--- config.mk ---
export PLATFORM = sky130hd
export DESIGN_NAME = i_type_control_fsm_flat
export DESIGN_NICKNAME = d
export VERILOG_FILES = /design/src/rtl/i_type_control_fsm_if.sv /design/src/rtl/i_type_control_fsm.sv /design/src/flat_wrapper.sv
export SDC_FILE = /design/constraint.sdc
export NUM_CORES = 1
export LEC_CHECK = 0
export BUFFER_PORTS_ARGS = -buffer_cell sky130_fd_sc_hd__buf_2
export CAP_MARGIN = 15
export CORE_AREA = 2 2 105 107
export DETAILED_ROUTE_END_ITERATION = 12
export DIE_AREA = 0 0 107 109
export SYNTH_ARGS = -nofsm -noshare
export SYNTH_HDL_FRONTEND = slang
export SYNTH_SLANG_ARGS = --single-unit
--- constraint.sdc ---
create_clock -name clock -period 2.5 [get_ports clock]
set_input_delay 0.25 -clock clock [delete_from_list [all_inputs] [get_ports clock]]
set_output_delay 0.25 -clock clock [all_outputs]
set_load 0.1 [all_outputs]
--- src/rtl/i_type_control_fsm_if.sv ---
// Handshake/control-word bundle for i_type_control_fsm.
//   master : control-unit side (drives instr_ready and the control word)
//   slave  : environment side (fetch drives instr/instr_valid, datapath drives cw_ready)
// Signals: instr/instr_valid/instr_ready (fetch handshake), cw_valid/cw_ready
// (datapath handshake), DA/SA/SB/FS/PS/enable/regWrite/memWrite/PC_sel/B_sel/
// status_load/K (control word), illegal (decode fault pulse), retired (count).
interface i_type_control_fsm_if #(
  parameter int unsigned DATA_WIDTH = 64,
  parameter int unsigned CNT_WIDTH  = 16
);
  logic [31:0]           instr;
  logic                  instr_valid;
  logic                  instr_ready;
  logic                  cw_valid;
  logic                  cw_ready;
  logic [4:0]            DA;
  logic [4:0]            SA;
  logic [4:0]            SB;
  logic [4:0]            FS;
  logic [1:0]            PS;
  logic [1:0]            enable;
  logic                  regWrite;
  logic                  memWrite;
  logic                  PC_sel;
  logic                  B_sel;
  logic                  status_load;
  logic [DATA_WIDTH-1:0] K;
  logic                  illegal;
  logic [CNT_WIDTH-1:0]  retired;

  modport master (
    input  instr, instr_valid, cw_ready,
    output instr_ready, cw_valid, DA, SA, SB, FS, PS, enable,
           regWrite, memWrite, PC_sel, B_sel, status_load, K, illegal, retired
  );

  modport slave (
    output instr, instr_valid, cw_ready,
    input  instr_ready, cw_valid, DA, SA, SB, FS, PS, enable,
           regWrite, memWrite, PC_sel, B_sel, status_load, K, illegal, retired
  );
endinterface

--- src/rtl/i_type_control_fsm.sv ---
// Multi-cycle control unit for LEGv8 I-format ALU instructions.
// IDLE accepts an instruction (instr_valid & instr_ready), DECODE turns the
// stored word into a registered control word, EXEC presents it (cw_valid=1)
// until the datapath takes it (cw_ready), then retired increments.
// Undecodable opcodes return from DECODE to IDLE with a one-cycle illegal pulse.
// Ports:
//   clock  : rising-edge clock
//   reset  : asynchronous active-high reset
//   bus    : i_type_control_fsm_if.master (handshakes + control word)
// Parameters: DATA_WIDTH (width of K, >= 12), CNT_WIDTH (retired counter width).
// Build option: define ICU_ARITH_EN to also decode ADDI/ADDIS/SUBI/SUBIS.
module i_type_control_fsm #(
  parameter int unsigned DATA_WIDTH = 64,
  parameter int unsigned CNT_WIDTH  = 16
) (
  input  logic                   clock,
  input  logic                   reset,
  i_type_control_fsm_if.master   bus
);

  if (DATA_WIDTH < 12) begin : g_bad_width
    $error("i_type_control_fsm: DATA_WIDTH must be at least 12");
  end

  typedef enum logic [1:0] {
    IDLE,
    DECODE,
    EXEC
  } state_t;

  state_t      state;
  logic [31:0] instr_q;

  logic [9:0]  opcode;
  logic        dec_legal;
  logic [4:0]  dec_fs;
  logic        dec_sl;

  assign opcode = instr_q[31:22];

  always_comb begin
    dec_legal = 1'b0;
    dec_fs    = '0;
    dec_sl    = 1'b0;
    case (opcode)
      10'b1001001000: begin dec_legal = 1'b1; dec_fs = 5'b00000; dec_sl = 1'b0; end // ANDI
      10'b1011001000: begin dec_legal = 1'b1; dec_fs = 5'b00100; dec_sl = 1'b0; end // ORRI
      10'b1101001000: begin dec_legal = 1'b1; dec_fs = 5'b01100; dec_sl = 1'b0; end // EORI
      10'b1111001000: begin dec_legal = 1'b1; dec_fs = 5'b00000; dec_sl = 1'b1; end // ANDIS
`ifdef ICU_ARITH_EN
      10'b1001000100: begin dec_legal = 1'b1; dec_fs = 5'b01000; dec_sl = 1'b0; end // ADDI
      10'b1011000100: begin dec_legal = 1'b1; dec_fs = 5'b01000; dec_sl = 1'b1; end // ADDIS
      10'b1101000100: begin dec_legal = 1'b1; dec_fs = 5'b01001; dec_sl = 1'b0; end // SUBI
      10'b1111000100: begin dec_legal = 1'b1; dec_fs = 5'b01001; dec_sl = 1'b1; end // SUBIS
`endif
      default: ;
    endcase
  end

  always_ff @(posedge clock or posedge reset) begin
    if (reset) begin
      state           <= IDLE;
      instr_q         <= '0;
      bus.instr_ready <= 1'b1;
      bus.cw_valid    <= 1'b0;
      bus.DA          <= '0;
      bus.SA          <= '0;
      bus.SB          <= '0;
      bus.FS          <= '0;
      bus.PS          <= '0;
      bus.enable      <= '0;
      bus.regWrite    <= 1'b0;
      bus.memWrite    <= 1'b0;
      bus.PC_sel      <= 1'b0;
      bus.B_sel       <= 1'b0;
      bus.status_load <= 1'b0;
      bus.K           <= '0;
      bus.illegal     <= 1'b0;
      bus.retired     <= '0;
    end else begin
      // illegal is only ever raised for the single edge leaving DECODE
      bus.illegal <= 1'b0;
      unique case (state)
        IDLE: begin
          if (bus.instr_valid) begin
            instr_q         <= bus.instr;
            state           <= DECODE;
            bus.instr_ready <= 1'b0;
          end
        end
        DECODE: begin
          if (dec_legal) begin
            state           <= EXEC;
            bus.cw_valid    <= 1'b1;
            bus.DA          <= instr_q[4:0];
            bus.SA          <= instr_q[9:5];
            bus.SB          <= '0;
            bus.FS          <= dec_fs;
            bus.PS          <= 2'b01;
            bus.enable      <= 2'b01;
            bus.regWrite    <= 1'b1;
            bus.memWrite    <= 1'b0;
            bus.PC_sel      <= 1'b0;
            bus.B_sel       <= 1'b1;
            bus.status_load <= dec_sl;
            bus.K           <= DATA_WIDTH'(instr_q[21:10]);
          end else begin
            state           <= IDLE;
            bus.illegal     <= 1'b1;
            bus.instr_ready <= 1'b1;
          end
        end
        EXEC: begin
          if (bus.cw_ready) begin
            state           <= IDLE;
            bus.instr_ready <= 1'b1;
            bus.cw_valid    <= 1'b0;
            bus.DA          <= '0;
            bus.SA          <= '0;
            bus.FS          <= '0;
            bus.PS          <= '0;
            bus.enable      <= '0;
            bus.regWrite    <= 1'b0;
            bus.B_sel       <= 1'b0;
            bus.status_load <= 1'b0;
            bus.K           <= '0;
            bus.retired     <= bus.retired + CNT_WIDTH'(1);
          end
        end
        default: begin
          state           <= IDLE;
          bus.instr_ready <= 1'b1;
        end
      endcase
    end
  end

endmodule

--- src/flat_wrapper.sv ---
// flat-port wrapper written by rule: the top's interface ports become plain ports
module i_type_control_fsm_flat 
#(
  parameter int unsigned DATA_WIDTH = 64,
  parameter int unsigned CNT_WIDTH  = 16
)
  (clock, reset, bus_instr, bus_instr_valid, bus_cw_ready, bus_instr_ready, bus_cw_valid, bus_DA, bus_SA, bus_SB, bus_FS, bus_PS, bus_enable, bus_regWrite, bus_memWrite, bus_PC_sel, bus_B_sel, bus_status_load, bus_K, bus_illegal, bus_retired);
  i_type_control_fsm_if #(.DATA_WIDTH(DATA_WIDTH), .CNT_WIDTH(CNT_WIDTH)) bus_i ();
  input  logic clock;
  input  logic reset;
  input wire logic [$bits(bus_i.instr)-1:0] bus_instr;
  input wire logic [$bits(bus_i.instr_valid)-1:0] bus_instr_valid;
  input wire logic [$bits(bus_i.cw_ready)-1:0] bus_cw_ready;
  output wire logic [$bits(bus_i.instr_ready)-1:0] bus_instr_ready;
  output wire logic [$bits(bus_i.cw_valid)-1:0] bus_cw_valid;
  output wire logic [$bits(bus_i.DA)-1:0] bus_DA;
  output wire logic [$bits(bus_i.SA)-1:0] bus_SA;
  output wire logic [$bits(bus_i.SB)-1:0] bus_SB;
  output wire logic [$bits(bus_i.FS)-1:0] bus_FS;
  output wire logic [$bits(bus_i.PS)-1:0] bus_PS;
  output wire logic [$bits(bus_i.enable)-1:0] bus_enable;
  output wire logic [$bits(bus_i.regWrite)-1:0] bus_regWrite;
  output wire logic [$bits(bus_i.memWrite)-1:0] bus_memWrite;
  output wire logic [$bits(bus_i.PC_sel)-1:0] bus_PC_sel;
  output wire logic [$bits(bus_i.B_sel)-1:0] bus_B_sel;
  output wire logic [$bits(bus_i.status_load)-1:0] bus_status_load;
  output wire logic [$bits(bus_i.K)-1:0] bus_K;
  output wire logic [$bits(bus_i.illegal)-1:0] bus_illegal;
  output wire logic [$bits(bus_i.retired)-1:0] bus_retired;
  assign bus_i.instr = bus_instr;
  assign bus_i.instr_valid = bus_instr_valid;
  assign bus_i.cw_ready = bus_cw_ready;
  assign bus_instr_ready = bus_i.instr_ready;
  assign bus_cw_valid = bus_i.cw_valid;
  assign bus_DA = bus_i.DA;
  assign bus_SA = bus_i.SA;
  assign bus_SB = bus_i.SB;
  assign bus_FS = bus_i.FS;
  assign bus_PS = bus_i.PS;
  assign bus_enable = bus_i.enable;
  assign bus_regWrite = bus_i.regWrite;
  assign bus_memWrite = bus_i.memWrite;
  assign bus_PC_sel = bus_i.PC_sel;
  assign bus_B_sel = bus_i.B_sel;
  assign bus_status_load = bus_i.status_load;
  assign bus_K = bus_i.K;
  assign bus_illegal = bus_i.illegal;
  assign bus_retired = bus_i.retired;
  i_type_control_fsm #(.DATA_WIDTH(DATA_WIDTH), .CNT_WIDTH(CNT_WIDTH)) u_core (.clock(clock), .reset(reset), .bus(bus_i));
endmodule
Word level (Yosys, flattened, before mapping)
Index checks and enable logic that the tools add are counted.

word-level totals
  bits in registers = 135
  input port bits = 36
  output and inout bits = 112
  logic and storage cells = 61

operators by class
  $add $sub $neg = 1
  eq/ne operators = 10
  multiplexer cells = 30
  reduce and logical (&&, ||, !) cells = 8

operator list
  kind                                                             count
  64-bit two-way mux                                               2
  64-bit one-hot mux with 2 select lines                           1
  10-bit == test, second input constant                            4
  5-bit one-hot mux with 2 select lines                            3
  5-bit two-way mux                                                4
  16-bit by 1-bit adder with 16-bit output, second input constant  1
  1-bit two-way mux                                                10
  2-bit two-way mux                                                4
  4-bit one-hot mux with 2 select lines                            1
  2-bit != test, second input constant                             3
  2-bit one-hot mux with 3 select lines                            1
  2-bit AND reduction                                              3
  3-bit AND reduction                                              2
  1-bit one-hot mux with 2 select lines                            2
  2-bit one-hot mux with 2 select lines                            1
  4-bit OR reduction                                               1
  1-bit one-hot mux with 3 select lines                            1
  2-bit by 1-bit == test with 1-bit output, second input constant  1
  2-bit == test, second input constant                             1
  2-bit logical NOT                                                1
  2-bit by 1-bit != test with 1-bit output, second input constant  1
  2-bit nonzero test                                               1

Depth between registers and ports, before layout
Gate-level depths: netlist of run 1.

  depth in word-level cells = 5
  depth in mapped cells = 6
  depth with buffers taken out = 5

Worst setup path before layout of run 1
Ideal clock, no wire load.

  path type = register -> register
  from = reg u_core.bus.retired[0]
  to = reg u_core.bus.retired[14]
  library setup time = 158 ps
  data arrival time = 2123 ps
  required time = 2342 ps
  slack = 218 ps
  stages on the path, launching flop included = 6
  path buffers = 0
  clock period less this slack = 2282 ps
  cell sequence = dfrtp_1 > ha_1 > nand3_1 > nor4_1 > nand3_1 > xnor2_1

on the way
  cells in the longest elaborated chain, start to end = 1

ends and longest elaborated chain
  what                                      line                         RTL
  start, declared                           i_type_control_fsm_if.sv:34  regWrite, memWrite, PC_sel, B_sel, status_load, K, illegal, retired
  start signal, assigned                    i_type_control_fsm.sv:127    bus.retired <= bus.retired + CNT_WIDTH'(1);
  16-bit by 1-bit adder with 16-bit output  i_type_control_fsm.sv:127

Every way passes these cells.
A chain may end at the register's enable or synchronous reset.

Worst setup path after layout of run 1
  from = reg u_core.instr_q[22]
  to = reg u_core.bus.status_load

on the way
  cells in the longest elaborated chain, start to end = 5
  elaborated cells between the ends (all ways) = 11
  those cells by class = eq/ne: 5; mux: 4; reduce/logical: 2

ends and longest elaborated chain
  what                                                line                         RTL
  start, declared                                     i_type_control_fsm.sv:32     logic [31:0] instr_q;
  start signal, assigned                              i_type_control_fsm.sv:86     instr_q <= bus.instr;
  10-bit == test                                      i_type_control_fsm.sv:45     case (opcode)
  4-bit OR reduction (no line)                        -
  1-bit two-way mux                                   i_type_control_fsm.sv:45
  2-bit by 1-bit != test with 1-bit output (no line)  -
  3-bit AND reduction (no line)                       -
  end signal, assigned                                i_type_control_fsm.sv:105    bus.status_load <= dec_sl;
  end, declared                                       i_type_control_fsm_if.sv:34

Several ways; a longest one is shown, not always the timed one. The select of a mux whose other input is x is not followed.

==> run metrics, run 1 <==
status=finished clean; Worst path depth=5; average instance area after synthesis=~11 µm²; Final Cycle Share=74.3%; CP Cell Sequence=or4b_1 > nor4b_4 > buf_4 > nand3_1 > o21ai_0; most frequent standard cell in the layout excluding fill and tap cells=sky130_fd_sc_hd__buf_2; R2R Setup Slk=0.64 ns; remaining max-slew budget at the tightest pin=64.6%; Wirelength per Cell=11.8 µm; max_cap viols=0; total cell area at the placement stage=0.00394 mm²; final critical-path required period=~1.9 ns; number of antenna violations at the first check in global routing=0; Routed Wire Length=6.53 mm; total of endpoints with negative setup slack in the final report=0; Setup CP Type=reg2reg; GRT Total Usage=12.3%; ports placed on the boundary=~150; Slew Viols, Final=0; total CTS buffers=9; width of the die=107 µm; clk root buf=sky130_fd_sc_hd__clkbuf_8; via count of the first global-routing pass=2226; count of buffers inserted at the top-level ports=83; signed area change from the synthesized netlist to the final layout=15.0%; Largest stage delay, worst path=0.60 ns; data required time of the worst path=between 2 and 3 ns; fraction of final layout cells sized beyond drive strength 1=34.1%; Highest Signal Layer=met4; starting density of the core=34.1%; critical path fanouts, max=33; Crit path buffers/inverters=1; post-CTS clock slew at the launch and capture registers of the worst setup and hold paths=0.08 ns; pin count of the biggest net entering global routing=56; kind of start point of the critical path=flop; wire length of the first global-routing pass=around 11 mm; Final Hold Vio Count=0; maximum count of clock buffers along a single path=2; HPWL after DPL=4.65 mm; worst-case vdd ir drop=~580 µV; Final Skew=0.0113 ns; clock insertion delay at the later pin of the skew report=0.35 ns; commonest cells after routing, fill and taps aside=sky130_fd_sc_hd__buf_2 (83), sky130_fd_sc_hd__dfrtp_1 (77), sky130_fd_sc_hd__conb_1 (64), sky130_fd_sc_hd__nand2_1 (49), sky130_fd_sc_hd__mux2_2 (33); floorplan core area=~0.011 mm²; CTS tree=built; maximum operating frequency=0.538 GHz; diode insertion count for antenna repair=0; leakage=roughly 2.1 nW; routed wl met2=a little under 3 mm; height of the die=109 µm; post-CTS setup buffers=0; slowest stage cell, crit path=sky130_fd_sc_hd__or4b_1; total iterations of the first detailed-routing run=5; met3 wire len=595 µm; post-route ant nets=0; hold path cells=2; Hold Crit Class=in2reg; routed via count=~2300; share of flip-flops with an asynchronous set or reset after synthesis=100%; H-tree depth=3; number of rows created at floorplan=38; instance count of the mapped netlist=325; wire length on met1=2.89 mm; register area share after synthesis=between 50% and 60%; setup repair after global routing missed its margin=no; warnings from Yosys=0; Primary FF master, synth=sky130_fd_sc_hd__dfrtp_1; post-route cell area=between 0.004 and 0.005 mm²; slew at the pin with the worst max-slew slack=approximately 0.53 ns; Post-Synthesis Cell Area=0.00361 mm²; arrival time of the worst setup path=2.13 ns; number of enable-type register cells in the synthesized netlist=0; Distinct cells, synth=29; number of register bits inferred by synthesis=78; setup_tns=0 ns; number of cells traversed by the worst register-to-register path=5; total overflow reported by the global router=0; Via density=around 4.2; Post-layout nets=around 450; DRC=0; Worst setup EP type=flop; initial DRC count=90; die area=approximately 0.012 mm²; number of sinks handled by clock tree synthesis=slightly below 80; Cell Pwr Density=1060 mW/mm²; CP delay by family, top=simple AND/OR/NAND/NOR gates; Routability Congestion=~0.74
[layer usage]
layer / vias up / GRT usage (%)
li1: 1113 / -
met1: 1100 / 15.8
met2: 105 / 18.6
met3: 11 / 4.72
met4: 0 / 5.01
met5: - / 0
[where the power goes]
part           switching (mW)  total, mW  internal, mW  leakage, nW
registers               0.118       1.59          1.47        0.923
logic                    1.61       1.86         0.247         1.05
clock network           0.460      0.955         0.495       0.0972
total                    2.19       4.40          2.21         2.07
[metrics by stage]
stage / power [mW] / hold slack [ns] / worst slack (ns) / utilization [%] / std cells
floorplan: 3.32 / 0.402 / 0.218 / - / 388
global placement: 3.46 / 0.278 / 0.711 / 37.2 / 536
detailed placement: 3.48 / 0.277 / 0.636 / 37.2 / 536
CTS: 4.45 / 0.101 / 0.644 / 39.2 / 553
global route: 4.61 / 0.0999 / 0.505 / 39.2 / 553
finish: 4.40 / 0.123 / 0.642 / 39.2 / 553
[logic make-up after synthesis]
| group | after synthesis | synth area share (%) |
|---|---|---|
| other | 1 | 0.104 |
| buffers and inverters | 84 | 16.1 |
| flip-flops | 78 | 54.1 |
| multiplexers | 33 | 10.3 |
| AO/OA/AOI/OAI | 30 | 4.23 |
| adder cells (fa/ha/maj) | 1 | 0.346 |
| AND/OR/NAND/NOR | 82 | 11.0 |
| XOR/XNOR | 16 | 3.88 |
[worst paths after layout]
path                                        start                     end
min                                  bus_instr[3]       u_core.instr_q[3]
max                            u_core.instr_q[22]  u_core.bus.status_load
max reg2reg                    u_core.instr_q[22]  u_core.bus.status_load
min reg2reg                u_core.bus.retired[15]  u_core.bus.retired[15]
max in group asynchronous                   reset  u_core.bus.instr_ready
min in group asynchronous                   reset   u_core.bus.retired[2]
[final cells by class]
type                       count  area, µm²
fill                        1068       6450
sequential                    78       1950
multi-input combinational    226       1320
timing repair buffer          89        488
tap                          140        175
clock buffer                  12        145
clock inverter                 4       55.1
inverter                       4       16.3
[sequential cells by signal, summed over array words and instances, names as in the netlist]
signal                  flops
u_core.instr_q             32
u_core.bus.K               12
u_core.bus.SA               5
u_core.bus.FS               2
u_core.bus.DA               5
u_core.bus.retired         16
u_core.bus.status_load      1
u_core.bus.PS               1
u_core.bus.illegal          1
u_core.state                2
u_core.bus.instr_ready      1
[repair_timing]
action,CTS,global route
hold endpoints to repair,23,0
resized for setup,0,0
hold buffers,1,0
[worst register-to-register path: stages, from the launching register on]
cell and delay [ns]:
sky130_fd_sc_hd__dfrtp_1 0.38, sky130_fd_sc_hd__or4b_1 0.60, sky130_fd_sc_hd__nor4b_4 0.26, sky130_fd_sc_hd__buf_4 0.33, sky130_fd_sc_hd__nand3_1 0.13, sky130_fd_sc_hd__o21ai_0 0.08
[synth_stat cells, types with 2 or more instances]
master	instances	area share [%]
sky130_fd_sc_hd__a21oi_1	5	0.69
sky130_fd_sc_hd__and3_1	2	0.35
sky130_fd_sc_hd__buf_2	9	1.2
sky130_fd_sc_hd__buf_4	68	14
sky130_fd_sc_hd__clkbuf_1	3	0.31
sky130_fd_sc_hd__dfrtp_1	77	53
sky130_fd_sc_hd__inv_1	4	0.42
sky130_fd_sc_hd__mux2_2	33	10
sky130_fd_sc_hd__nand2_1	49	5.1
sky130_fd_sc_hd__nand3_1	7	0.97
sky130_fd_sc_hd__nand3b_1	2	0.42
sky130_fd_sc_hd__nand4_1	5	0.87
sky130_fd_sc_hd__nor2_1	8	0.83
sky130_fd_sc_hd__o21ai_0	18	2.5
sky130_fd_sc_hd__o21ai_1	6	0.83
sky130_fd_sc_hd__or2_2	2	0.35
sky130_fd_sc_hd__xnor2_1	11	2.7
sky130_fd_sc_hd__xor2_1	5	1.2
(Power assumes the default switching activity.)
==> run 2, diff against run 1 <==
==> constraint.sdc (replaced) <==
create_clock -name clock -period 1.6 [get_ports clock]
set_input_delay 0.16 -clock clock [delete_from_list [all_inputs] [get_ports clock]]
set_output_delay 0.16 -clock clock [all_outputs]
set_load 0.1 [all_outputs]
==> run metrics, run 2 (synthesis results as in run 1) <==
status=finished with violations; failing checks=negative setup slack; number of cells traversed by the worst register-to-register path=6; launching point of the worst reg2reg path=u_core.instr_q[22]; ports placed on the boundary=148; largest registers=u_core.instr_q x32, u_core.bus.retired x16, u_core.bus.K x12; initial DRC count=94; most frequent standard cell in the layout excluding fill and tap cells=sky130_fd_sc_hd__buf_2; slack of the critical path=-0.237 ns; Crit path buffers/inverters=2; Setup CP Type=reg2reg; part of the total power dissipated in the clock network=23.6%; width of the die=around 110 µm; floorplan core area=0.0106 mm²; CTS tree=built; cell count after placement=541; Cell Pwr Density=1590 mW/mm²; count of buffers inserted at the top-level ports=83; height of the die=about 110 µm; total of endpoints with negative setup slack in the final report=27; maximum operating frequency=0.544 GHz; Routability Congestion=0.721; kind of start point of the critical path=flop; signed area change from the synthesized netlist to the final layout=23.5%; Psw=around 3.5 mW; total cell area at the placement stage=0.00407 mm²; Via density=4.27; die area=around 0.012 mm²; post-CTS clock slew at the launch and capture registers of the worst setup and hold paths=around 0.08 ns; crit path capture=u_core.bus.SA[3]; Final Cycle Share=115%; DRC=0; max_cap viols=0; combinational cell fraction of total power=41.4%; maximum count of clock buffers along a single path=2; commonest cells after routing, fill and taps aside=sky130_fd_sc_hd__buf_2 (83), sky130_fd_sc_hd__conb_1 (64), sky130_fd_sc_hd__dfrtp_1 (62), sky130_fd_sc_hd__nand2_1 (45), sky130_fd_sc_hd__mux2_2 (33); critical path fanouts, max=7; number of sinks handled by clock tree synthesis=slightly below 80; register name with the most flops=u_core.instr_q; overall power after layout=7.11 mW; data required time of the worst path=1.87 ns; CP delay by family, top=simple AND/OR/NAND/NOR gates; Hold Crit Class=in2reg; setup repair after global routing missed its margin=yes; setup_tns=-5.14 ns; post-route non-filler standard cell count=565; Wirelength per Cell=around 13 µm; number of flip-flops under the largest register name=32; clock insertion delay at the later pin of the skew report=0.35 ns; R2R Setup Slk=-0.24 ns; number of antenna violations at the first check in global routing=0; Internal Pwr Total=3.64 mW; met3 wire len=640 µm; total overflow reported by the global router=0; Largest stage delay, worst path=0.55 ns; total CTS buffers=9; post-route ant nets=0; Final Skew=0.00957 ns; post-placement worst setup slack=-0.148 ns; Worst setup EP type=flop; Routed Wire Length=7.33 mm; HPWL after DPL=4.64 mm; GRT Total Usage=roughly an eighth; slowest stage cell, crit path=sky130_fd_sc_hd__or4b_4; leakage=2.18 nW; starting density of the core=34.1%; switching share of total power=48.8%; worst reg2reg endpoint=u_core.bus.SA[3]; post-route cell area=0.00446 mm²; final critical-path required period=between 1.5 and 2 ns; pin count of the biggest net entering global routing=53; count of fill cells added during filler insertion=1026; diode insertion count for antenna repair=0; H-tree depth=3; start point of the critical path=u_core.instr_q[22]; via count of the first global-routing pass=~2200; Final Hold Vio Count=0; routed via count=between 2000 and 2500; Post-layout nets=457; routed wl met2=3.50 mm; total iterations of the first detailed-routing run=4; wire length on met1=3.08 mm; CP Cell Sequence=or4b_4 > nor4b_4 > buf_4 > clkbuf_16 > nand2_1 > o21ai_1; worst-case vdd ir drop=699 µV; number of rows created at floorplan=38; Worst path depth=6; Slew Viols, Final=0; wire length of the first global-routing pass=around 11 mm; clk root buf=sky130_fd_sc_hd__clkbuf_8; register share of total power=35.0%; fraction of final layout cells sized beyond drive strength 1=41.9%; Highest Signal Layer=met4; arrival time of the worst setup path=2.10 ns
## run 2: changes by cell type in the layout (fill, tap and decap cells not counted), sizes merged
cell,change
buf,+9
inv,+1
clkinv,-2
clkbuf,+3
bufinv,+1
## run 2: per-layer routing
layer	up-vias	global-route usage, %
met4	0	3.62
li1	1127	-
met1	1158	13.7
met3	12	5.08
met2	118	19.3
met5	-	0
## run 2: stage by stage
stage	utilization (%)	hold WS, ns
after floorplan	-	0.312
after global placement	38.4	0.186
after detailed placement	38.4	0.189
after CTS	40.6	0.0203
after global routing	42.1	0.0187
final	42.1	0.0360
## run 2: how the worst min path moves through the flow
stage,startpoint,to,slack (ns),cells past startpoint
3_5_place_dp,reset,u_core.bus.K[2],0.19,2
6_report,bus_instr[3],u_core.instr_q[3],0.04,2
3_3_place_gp,reset,u_core.bus.K[3],0.19,2
2_1_floorplan,bus_instr[21],u_core.instr_q[21],0.31,1
5_1_grt,bus_instr[6],u_core.instr_q[6],0.02,2
4_1_cts,bus_instr[18],u_core.instr_q[18],0.02,2
## run 2: timing repair
action                     4_1_cts  5_1_grt
resized for setup                1       24
cloned                           0        5
hold endpoints to repair        17        0
hold buffers                     1        0
setup buffers                    0        2
setup endpoints to repair       29       29
pin swaps                        0        4
## run 2: area by class of cell
class,count,area (µm²),share of cell area (%)
Sequential cell,78,1990,44.7
Multi-Input combinational cell,226,1390,31.1
Timing Repair Buffer,101,667,15.0
Tap cell,140,175,3.93
Clock buffer,12,145,3.25
Clock inverter,4,77.6,1.74
Inverter,4,18.8,0.421
## run 2: power groups by stage
stage                     Combinational (mW)  Sequential (mW)  Clock (mW)
after floorplan                         1.28             3.92           0
after global placement                  2.90             2.52           0
after detailed placement                2.94             2.53           0
after CTS                               2.94             2.49        1.73
after global routing                    3.05             2.54        1.82
final                                   2.94             2.49        1.68
## run 2: worst register-to-register path: cells and delay by family, from the launching register on
kind                   cells  cell delay (ns)
AND/OR/NAND/NOR            3             0.92
buffers and inverters      2             0.38
flip-flops                 1             0.38
AO/OA/AOI/OAI              1             0.07
